--- src/rtl/dcache_wb_if.sv ---
// Core data-memory port plus word-serial burst port of the data cache.
// slave = cache side, master = core/memory side.
interface dcache_wb_if;
  logic        req_rd;
  logic [3:0]  req_we;
  logic [31:0] req_addr;
  logic [31:0] req_wdata;
  logic [31:0] rd_data;
  logic        miss;
  logic        mem_req;
  logic        mem_we;
  logic [31:0] mem_addr;
  logic [31:0] mem_wdata;
  logic [31:0] mem_rdata;
  logic        mem_ack;

  modport slave (
    input  req_rd, req_we, req_addr, req_wdata,
    input  mem_rdata, mem_ack,
    output rd_data, miss,
    output mem_req, mem_we, mem_addr, mem_wdata
  );

  modport master (
    output req_rd, req_we, req_addr, req_wdata,
    output mem_rdata, mem_ack,
    input  rd_data, miss,
    input  mem_req, mem_we, mem_addr, mem_wdata
  );
endinterface

--- src/rtl/dcache_wb.sv ---
// Direct-mapped write-back, write-allocate data cache for the MEM/WB stage.
// Misses write back a dirty victim, fill word-serially, then retry-hit.
module dcache_wb #(
  parameter int SET_BITS        = 4,
  parameter int LINE_WORDS_LOG2 = 2
) (
  input  logic        clk,
  input  logic        rst,
  dcache_wb_if.slave  bus,
  output logic [31:0] hit_cnt,
  output logic [31:0] miss_cnt
);
  localparam int LW    = LINE_WORDS_LOG2;
  localparam int OFF   = LW + 2;
  localparam int LINES = 1 << SET_BITS;
  localparam int WORDS = 1 << LW;
  localparam int TAG_W = 32 - OFF - SET_BITS;

  typedef enum logic [1:0] {
    IDLE, WBACK, FILL
  } state_t;

  state_t state;

  logic [LINES-1:0] valid;
  logic [LINES-1:0] dirty;
  logic [TAG_W-1:0] tags [LINES];
  logic [31:0]      data [LINES*WORDS];

  logic [31-OFF:0]  missLine;
  logic [TAG_W-1:0] vicTag;
  logic [LW-1:0]    beat;
  logic             retry;

  logic [SET_BITS-1:0] idx;
  logic [LW-1:0]       word;
  logic [TAG_W-1:0]    tag;
  logic [SET_BITS-1:0] missIdx;
  logic [TAG_W-1:0]    missTag;
  logic [LW-1:0]       beatNext;
  logic isStore, active, hit;
  logic lastBeat, ack;
  logic unusedAddrLsb;

  assign idx      = bus.req_addr[SET_BITS+OFF-1:OFF];
  assign word     = bus.req_addr[OFF-1:2];
  assign tag      = bus.req_addr[31:SET_BITS+OFF];
  assign missIdx  = missLine[SET_BITS-1:0];
  assign missTag  = missLine[31-OFF:SET_BITS];
  assign beatNext = beat + 1'b1;
  assign lastBeat = &beat;
  assign ack      = bus.mem_req & bus.mem_ack;

  assign isStore = |bus.req_we;
  assign active  = bus.req_rd | isStore;
  assign hit     = valid[idx] && (tags[idx] == tag);

  assign bus.miss = (state != IDLE) |
                    (active & ~hit);

  assign unusedAddrLsb = ^bus.req_addr[1:0];

  always_ff @(posedge clk or posedge rst) begin
    if (rst) begin
      state         <= IDLE;
      valid         <= '0;
      dirty         <= '0;
      bus.rd_data   <= '0;
      bus.mem_req   <= 1'b0;
      bus.mem_we    <= 1'b0;
      bus.mem_addr  <= '0;
      bus.mem_wdata <= '0;
      missLine      <= '0;
      vicTag        <= '0;
      beat          <= '0;
      retry         <= 1'b0;
      hit_cnt       <= '0;
      miss_cnt      <= '0;
    end else begin
      unique case (state)
        IDLE: begin
          retry <= 1'b0;
          if (active && hit) begin
            if (isStore) dirty[idx] <= 1'b1;
            else bus.rd_data <= data[{idx, word}];
            if (!retry) hit_cnt <= hit_cnt + 32'd1;
          end else if (active) begin
            missLine    <= bus.req_addr[31:OFF];
            vicTag      <= tags[idx];
            miss_cnt    <= miss_cnt + 32'd1;
            beat        <= '0;
            bus.mem_req <= 1'b1;
            if (valid[idx] && dirty[idx]) begin
              state         <= WBACK;
              bus.mem_we    <= 1'b1;
              bus.mem_addr  <= {tags[idx], idx,
                                {LW{1'b0}}, 2'b00};
              bus.mem_wdata <= data[{idx, {LW{1'b0}}}];
            end else begin
              state        <= FILL;
              bus.mem_we   <= 1'b0;
              bus.mem_addr <= {tag, idx,
                               {LW{1'b0}}, 2'b00};
            end
          end
        end
        WBACK: begin
          if (ack) begin
            beat <= beatNext;
            if (lastBeat) begin
              state        <= FILL;
              bus.mem_we   <= 1'b0;
              bus.mem_addr <= {missLine,
                               {LW{1'b0}}, 2'b00};
            end else begin
              bus.mem_addr  <= {vicTag, missIdx,
                                beatNext, 2'b00};
              bus.mem_wdata <= data[{missIdx, beatNext}];
            end
          end
        end
        FILL: begin
          if (ack) begin
            beat         <= beatNext;
            bus.mem_addr <= {missLine, beatNext, 2'b00};
            if (lastBeat) begin
              state          <= IDLE;
              bus.mem_req    <= 1'b0;
              valid[missIdx] <= 1'b1;
              dirty[missIdx] <= 1'b0;
              retry          <= 1'b1;
            end
          end
        end
        default: state <= IDLE;
      endcase
    end
  end

  // Arrays carry no reset; valid gates every use of their contents.
  always_ff @(posedge clk) begin
    if (state == FILL && ack) begin
      data[{missIdx, beat}] <= bus.mem_rdata;
      if (lastBeat) tags[missIdx] <= missTag;
    end else if (state == IDLE && active &&
                 hit && isStore) begin
      for (int b = 0; b < 4; b++) begin
        if (bus.req_we[b])
          data[{idx, word}][8*b +: 8] <=
            bus.req_wdata[8*b +: 8];
      end
    end
  end
endmodule

--- src/flat_wrapper.sv ---
// flat-port wrapper written by rule: the top's interface ports become plain ports
module dcache_wb_flat 
#(
  parameter int SET_BITS        = 4,
  parameter int LINE_WORDS_LOG2 = 2
)
  (clk, rst, hit_cnt, miss_cnt, bus_req_rd, bus_req_we, bus_req_addr, bus_req_wdata, bus_mem_rdata, bus_mem_ack, bus_rd_data, bus_miss, bus_mem_req, bus_mem_we, bus_mem_addr, bus_mem_wdata);
  dcache_wb_if bus_i ();
  input  logic clk;
  input  logic rst;
  output logic [31:0] hit_cnt;
  output logic [31:0] miss_cnt;
  input wire logic [$bits(bus_i.req_rd)-1:0] bus_req_rd;
  input wire logic [$bits(bus_i.req_we)-1:0] bus_req_we;
  input wire logic [$bits(bus_i.req_addr)-1:0] bus_req_addr;
  input wire logic [$bits(bus_i.req_wdata)-1:0] bus_req_wdata;
  input wire logic [$bits(bus_i.mem_rdata)-1:0] bus_mem_rdata;
  input wire logic [$bits(bus_i.mem_ack)-1:0] bus_mem_ack;
  output wire logic [$bits(bus_i.rd_data)-1:0] bus_rd_data;
  output wire logic [$bits(bus_i.miss)-1:0] bus_miss;
  output wire logic [$bits(bus_i.mem_req)-1:0] bus_mem_req;
  output wire logic [$bits(bus_i.mem_we)-1:0] bus_mem_we;
  output wire logic [$bits(bus_i.mem_addr)-1:0] bus_mem_addr;
  output wire logic [$bits(bus_i.mem_wdata)-1:0] bus_mem_wdata;
  assign bus_i.req_rd = bus_req_rd;
  assign bus_i.req_we = bus_req_we;
  assign bus_i.req_addr = bus_req_addr;
  assign bus_i.req_wdata = bus_req_wdata;
  assign bus_i.mem_rdata = bus_mem_rdata;
  assign bus_i.mem_ack = bus_mem_ack;
  assign bus_rd_data = bus_i.rd_data;
  assign bus_miss = bus_i.miss;
  assign bus_mem_req = bus_i.mem_req;
  assign bus_mem_we = bus_i.mem_we;
  assign bus_mem_addr = bus_i.mem_addr;
  assign bus_mem_wdata = bus_i.mem_wdata;
  dcache_wb #(.SET_BITS(SET_BITS), .LINE_WORDS_LOG2(LINE_WORDS_LOG2)) u_core (.clk(clk), .rst(rst), .bus(bus_i), .hit_cnt(hit_cnt), .miss_cnt(miss_cnt));
endmodule
--- config.mk ---
export PLATFORM = sky130hd
export DESIGN_NAME = dcache_wb_flat
export DESIGN_NICKNAME = d
export VERILOG_FILES = /design/src/rtl/dcache_wb_if.sv /design/src/rtl/dcache_wb.sv /design/src/flat_wrapper.sv
export SDC_FILE = /design/constraint.sdc
export NUM_CORES = 2
export LEC_CHECK = 0
export BUFFER_PORTS_ARGS = -buffer_cell sky130_fd_sc_hd__buf_4
export CORE_AREA = 2 2 589 444
export CTS_CLUSTER_SIZE = 8
export DETAILED_ROUTE_END_ITERATION = 6
export DIE_AREA = 0 0 591 446
export HOLD_SLACK_MARGIN = 0.02
export PLACE_DENSITY_LB_ADDON = 0.12
export SETUP_SLACK_MARGIN = 0.3
export SLEW_MARGIN = 30
export SYNTH_ARGS = -nofsm -noshare
export SYNTH_HDL_FRONTEND = slang
export SYNTH_SLANG_ARGS = --single-unit
--- constraint.sdc ---
create_clock -name clk -period 9.2 [get_ports clk]
set_input_delay 0.92 -clock clk [delete_from_list [all_inputs] [get_ports clk]]
set_output_delay 0.92 -clock clk [all_outputs]
set_load 0.01 [all_outputs]
==> flow_metrics.env <==
export IMPL_status="complete, but fails checks"
export IMPL_violations="DRC"
export IMPL_dr_first_iter_drc_count=14800
export IMPL_cp_data_arrival_time_ns=6.11
export IMPL_wirelength_mm=510
export IMPL_layout_common_cells="edfxtp_1, mux4_2, buf_4"
export IMPL_die_w_um=591
export IMPL_cts_made_buffers=377
export IMPL_path_clk_slew_ns=0.05
export IMPL_clockBufferDepth=4
export IMPL_ant_nets=0
export IMPL_vias=85200
export IMPL_ys_ff_latch=2681
export IMPL_synth_top_area_share=0.568
export IMPL_syn_to_final_growth_pct=15.2
export IMPL_dr_pass1_iters=7
export IMPL_cts_resized=0
export IMPL_hold_violations=0
export IMPL_power_density_nw_per_um2=279
export IMPL_syn_avg_cell_area_um2=17.9
export IMPL_ys_flop_type="edfxtp_1"
export IMPL_start_util=0.497
export IMPL_worstPathRequired_ns=8.28
export IMPL_ys_async_sr_fraction=0.0929
export IMPL_ys_warn_count=0
export IMPL_post_cts_setup_buffers=0
export IMPL_viasPerCell=7.46
export IMPL_dp_hpwl_mm=332
export IMPL_startpoint_type="primary input"
export IMPL_setup_violations_final=0
export IMPL_grt_pass1_vias=80200
export IMPL_synth_area_um2=128000
export IMPL_synth_cells=7172
export IMPL_period_needed_ns=7.03
export IMPL_nets=7841
export IMPL_synth_edf_count=2432
export IMPL_irDropWorstVdd_mv=0.391
export IMPL_post_route_period_util=0.764
export IMPL_mostFrequentLayoutCell="edfxtp_1"
export IMPL_fin_skew_ns=0.0709
export IMPL_netlist_cell_type_count=85
export IMPL_maxSlewHeadroom=0.208
export IMPL_end_kind="output pin"
export IMPL_path_class="in2out"
export IMPL_cts_tree="yes"
export IMPL_seq_area_frac_synth=0.617
export IMPL_cp_max_fo=77
export IMPL_core_area_um2=258000
export IMPL_drc=9
export IMPL_register_area_um2=79300
export IMPL_io_pins=267
export IMPL_drv_cap=0
export IMPL_clkLatencyLatePin_ns=0.93
export IMPL_grt_first_pass_wirelength_mm=686
export IMPL_cts_max_level=5
export IMPL_cts_hold_buf=0
export IMPL_worst_slew_pin_slew_ns=1.18
export IMPL_num_rows=162
export IMPL_avgRoutedWirePerCell_um=44.6
export IMPL_cts_sinks=2681
export IMPL_grt_max_degree=110
export IMPL_setup_tns_ns=0
export IMPL_min_path_type="in2async"
export IMPL_die_area_um2=264000
export IMPL_p_leak_nw=48.8
export IMPL_slew_violations=0
export IMPL_grt_usage=0.385
export IMPL_cts_root_buf="clkbuf_16"
export IMPL_multiInputGateArea_um2=47500
export IMPL_grt_overflow=0
export IMPL_fillers=19600
export IMPL_io_buffers=262
export IMPL_netlist_top_cell_by_area="edfxtp_1"
export IMPL_rsz0062_at_grt="no"
export IMPL_synthTopCellsByArea="edfxtp_1, mux4_2, dfrtp_1"
export IMPL_power_w=0.0412
export IMPL_drive_above_1_share=0.353
export IMPL_clock_fmax_ghz=0.142
export IMPL_antenna_found_initial=49
export IMPL_place_congestion=1.02
export IMPL_die_h_um=446
## metal layers
| layer | vias up | GRT usage | wire (µm) |
|---|---|---|---|
| met5 | - | 0.00714 | 561 |
| met4 | 34 | 0.155 | 24100 |
| met3 | 1213 | 0.187 | 88800 |
| met2 | 7493 | 0.517 | 211000 |
| met1 | 45100 | 0.533 | 185000 |
| li1 | 31400 | - | - |
## where the power goes
group | internal [W] | switching (W)
clock network | 0.00767 | 0.00529
registers | 0.0141 | 0.000773
logic | 0.00539 | 0.00801
total | 0.0272 | 0.0141
## logic make-up (layout without fill, tap and decap cells)
group | Yosys count | after routing | synth area share
AOI/OAI and AO/OA | 750 | 750 | 0.0432
xor gates and xnor gates | 90 | 90 | 0.00614
adders and majority gates | 7 | 7 | 0.000682
buffers and inverters | 606 | 1385 | 0.0203
DFF | 2681 | 2681 | 0.617
muxes | 1753 | 1753 | 0.268
other | 1 | 41 | 0.0000292
and+or+nand+nor | 1284 | 1284 | 0.0451
## state kept, by name, indices dropped and copies added, names as in the netlist
signal / flops
u_core.tags: 384
u_core.hit_cnt: 32
u_core.missLine: 28
u_core.dirty: 16
u_core.beat: 2
u_core.valid: 16
u_core.miss_cnt: 32
u_core.data: 2048
u_core.state: 2
u_core.bus.mem_req: 1
u_core.retry: 1
u_core.bus.rd_data: 32
u_core.bus.mem_we: 1
u_core.bus.mem_addr: 30
u_core.vicTag: 24
u_core.bus.mem_wdata: 32
## Yosys cell counts, types with 46 or more instances
cell type,n
nand4_1,50
and3_1,69
buf_2,99
buf_1,123
mux2_2,118
o211ai_1,52
o21ai_0,85
a22oi_1,233
nor2_1,542
mux2i_1,272
edfxtp_1,2432
clkbuf_1,325
xnor2_1,46
nor3_1,49
nand3_1,186
nand2_1,261
dfrtp_1,249
a221oi_1,82
a21oi_1,68
mux4_2,1330
a22o_1,57
## stage by stage
| step | util | setup WS [ns] | hold WS (ns) | instances | cell area (µm²) |
|---|---|---|---|---|---|
| after floorplan | - | 1.44 | 0.434 | 7173 | 128000 |
| after detailed placement | 0.531 | 1.79 | 0.453 | 10800 | 137000 |
| after global routing | 0.572 | 2.08 | 0.0827 | 11400 | 148000 |
| final | 0.573 | 2.17 | 0.0595 | 11400 | 148000 |
| after global placement | 0.530 | 1.67 | 0.445 | 10800 | 137000 |
| after CTS | 0.572 | 2.30 | 0.0442 | 11400 | 148000 |
## area by class of cell
type                            count  share of cell area
Clock buffer                      587              0.0704
Antenna cell                       39            0.000659
Tap cell                         3444              0.0291
Sequential cell                  2681               0.536
Timing Repair Buffer              755              0.0411
Clock inverter                     14             0.00141
Inverter                           29            0.000862
Multi-Input combinational cell   3886               0.321
## final timing paths
check,from,cells after the start,slack [ns],endpoint
max,bus_req_addr[5],13,2.17,bus_miss
min,rst,2,0.06,u_core.hit_cnt[29]
max reg2reg,u_core.tags[8][17],14,3.01,u_core.data[3][9]
min reg2reg,u_core.valid[1],1,0.46,u_core.valid[1]
max in group asynchronous,rst,4,7.25,u_core.bus.rd_data[12]
min in group clk,bus_req_addr[9],2,0.26,u_core.missLine[5]
## critical path: stages
cell	delay (ns)
buf_8	0.38
clkinv_2	0.47
buf_4	0.38
mux4_2	0.41
o32ai_1	0.11
o32ai_1	0.47
o2111ai_1	0.25
or4_1	0.82
or3_2	0.52
buf_4	0.33
a21oi_1	0.41
inv_1	0.10
buf_4	0.16
Power figures use the tool's default switching activity.
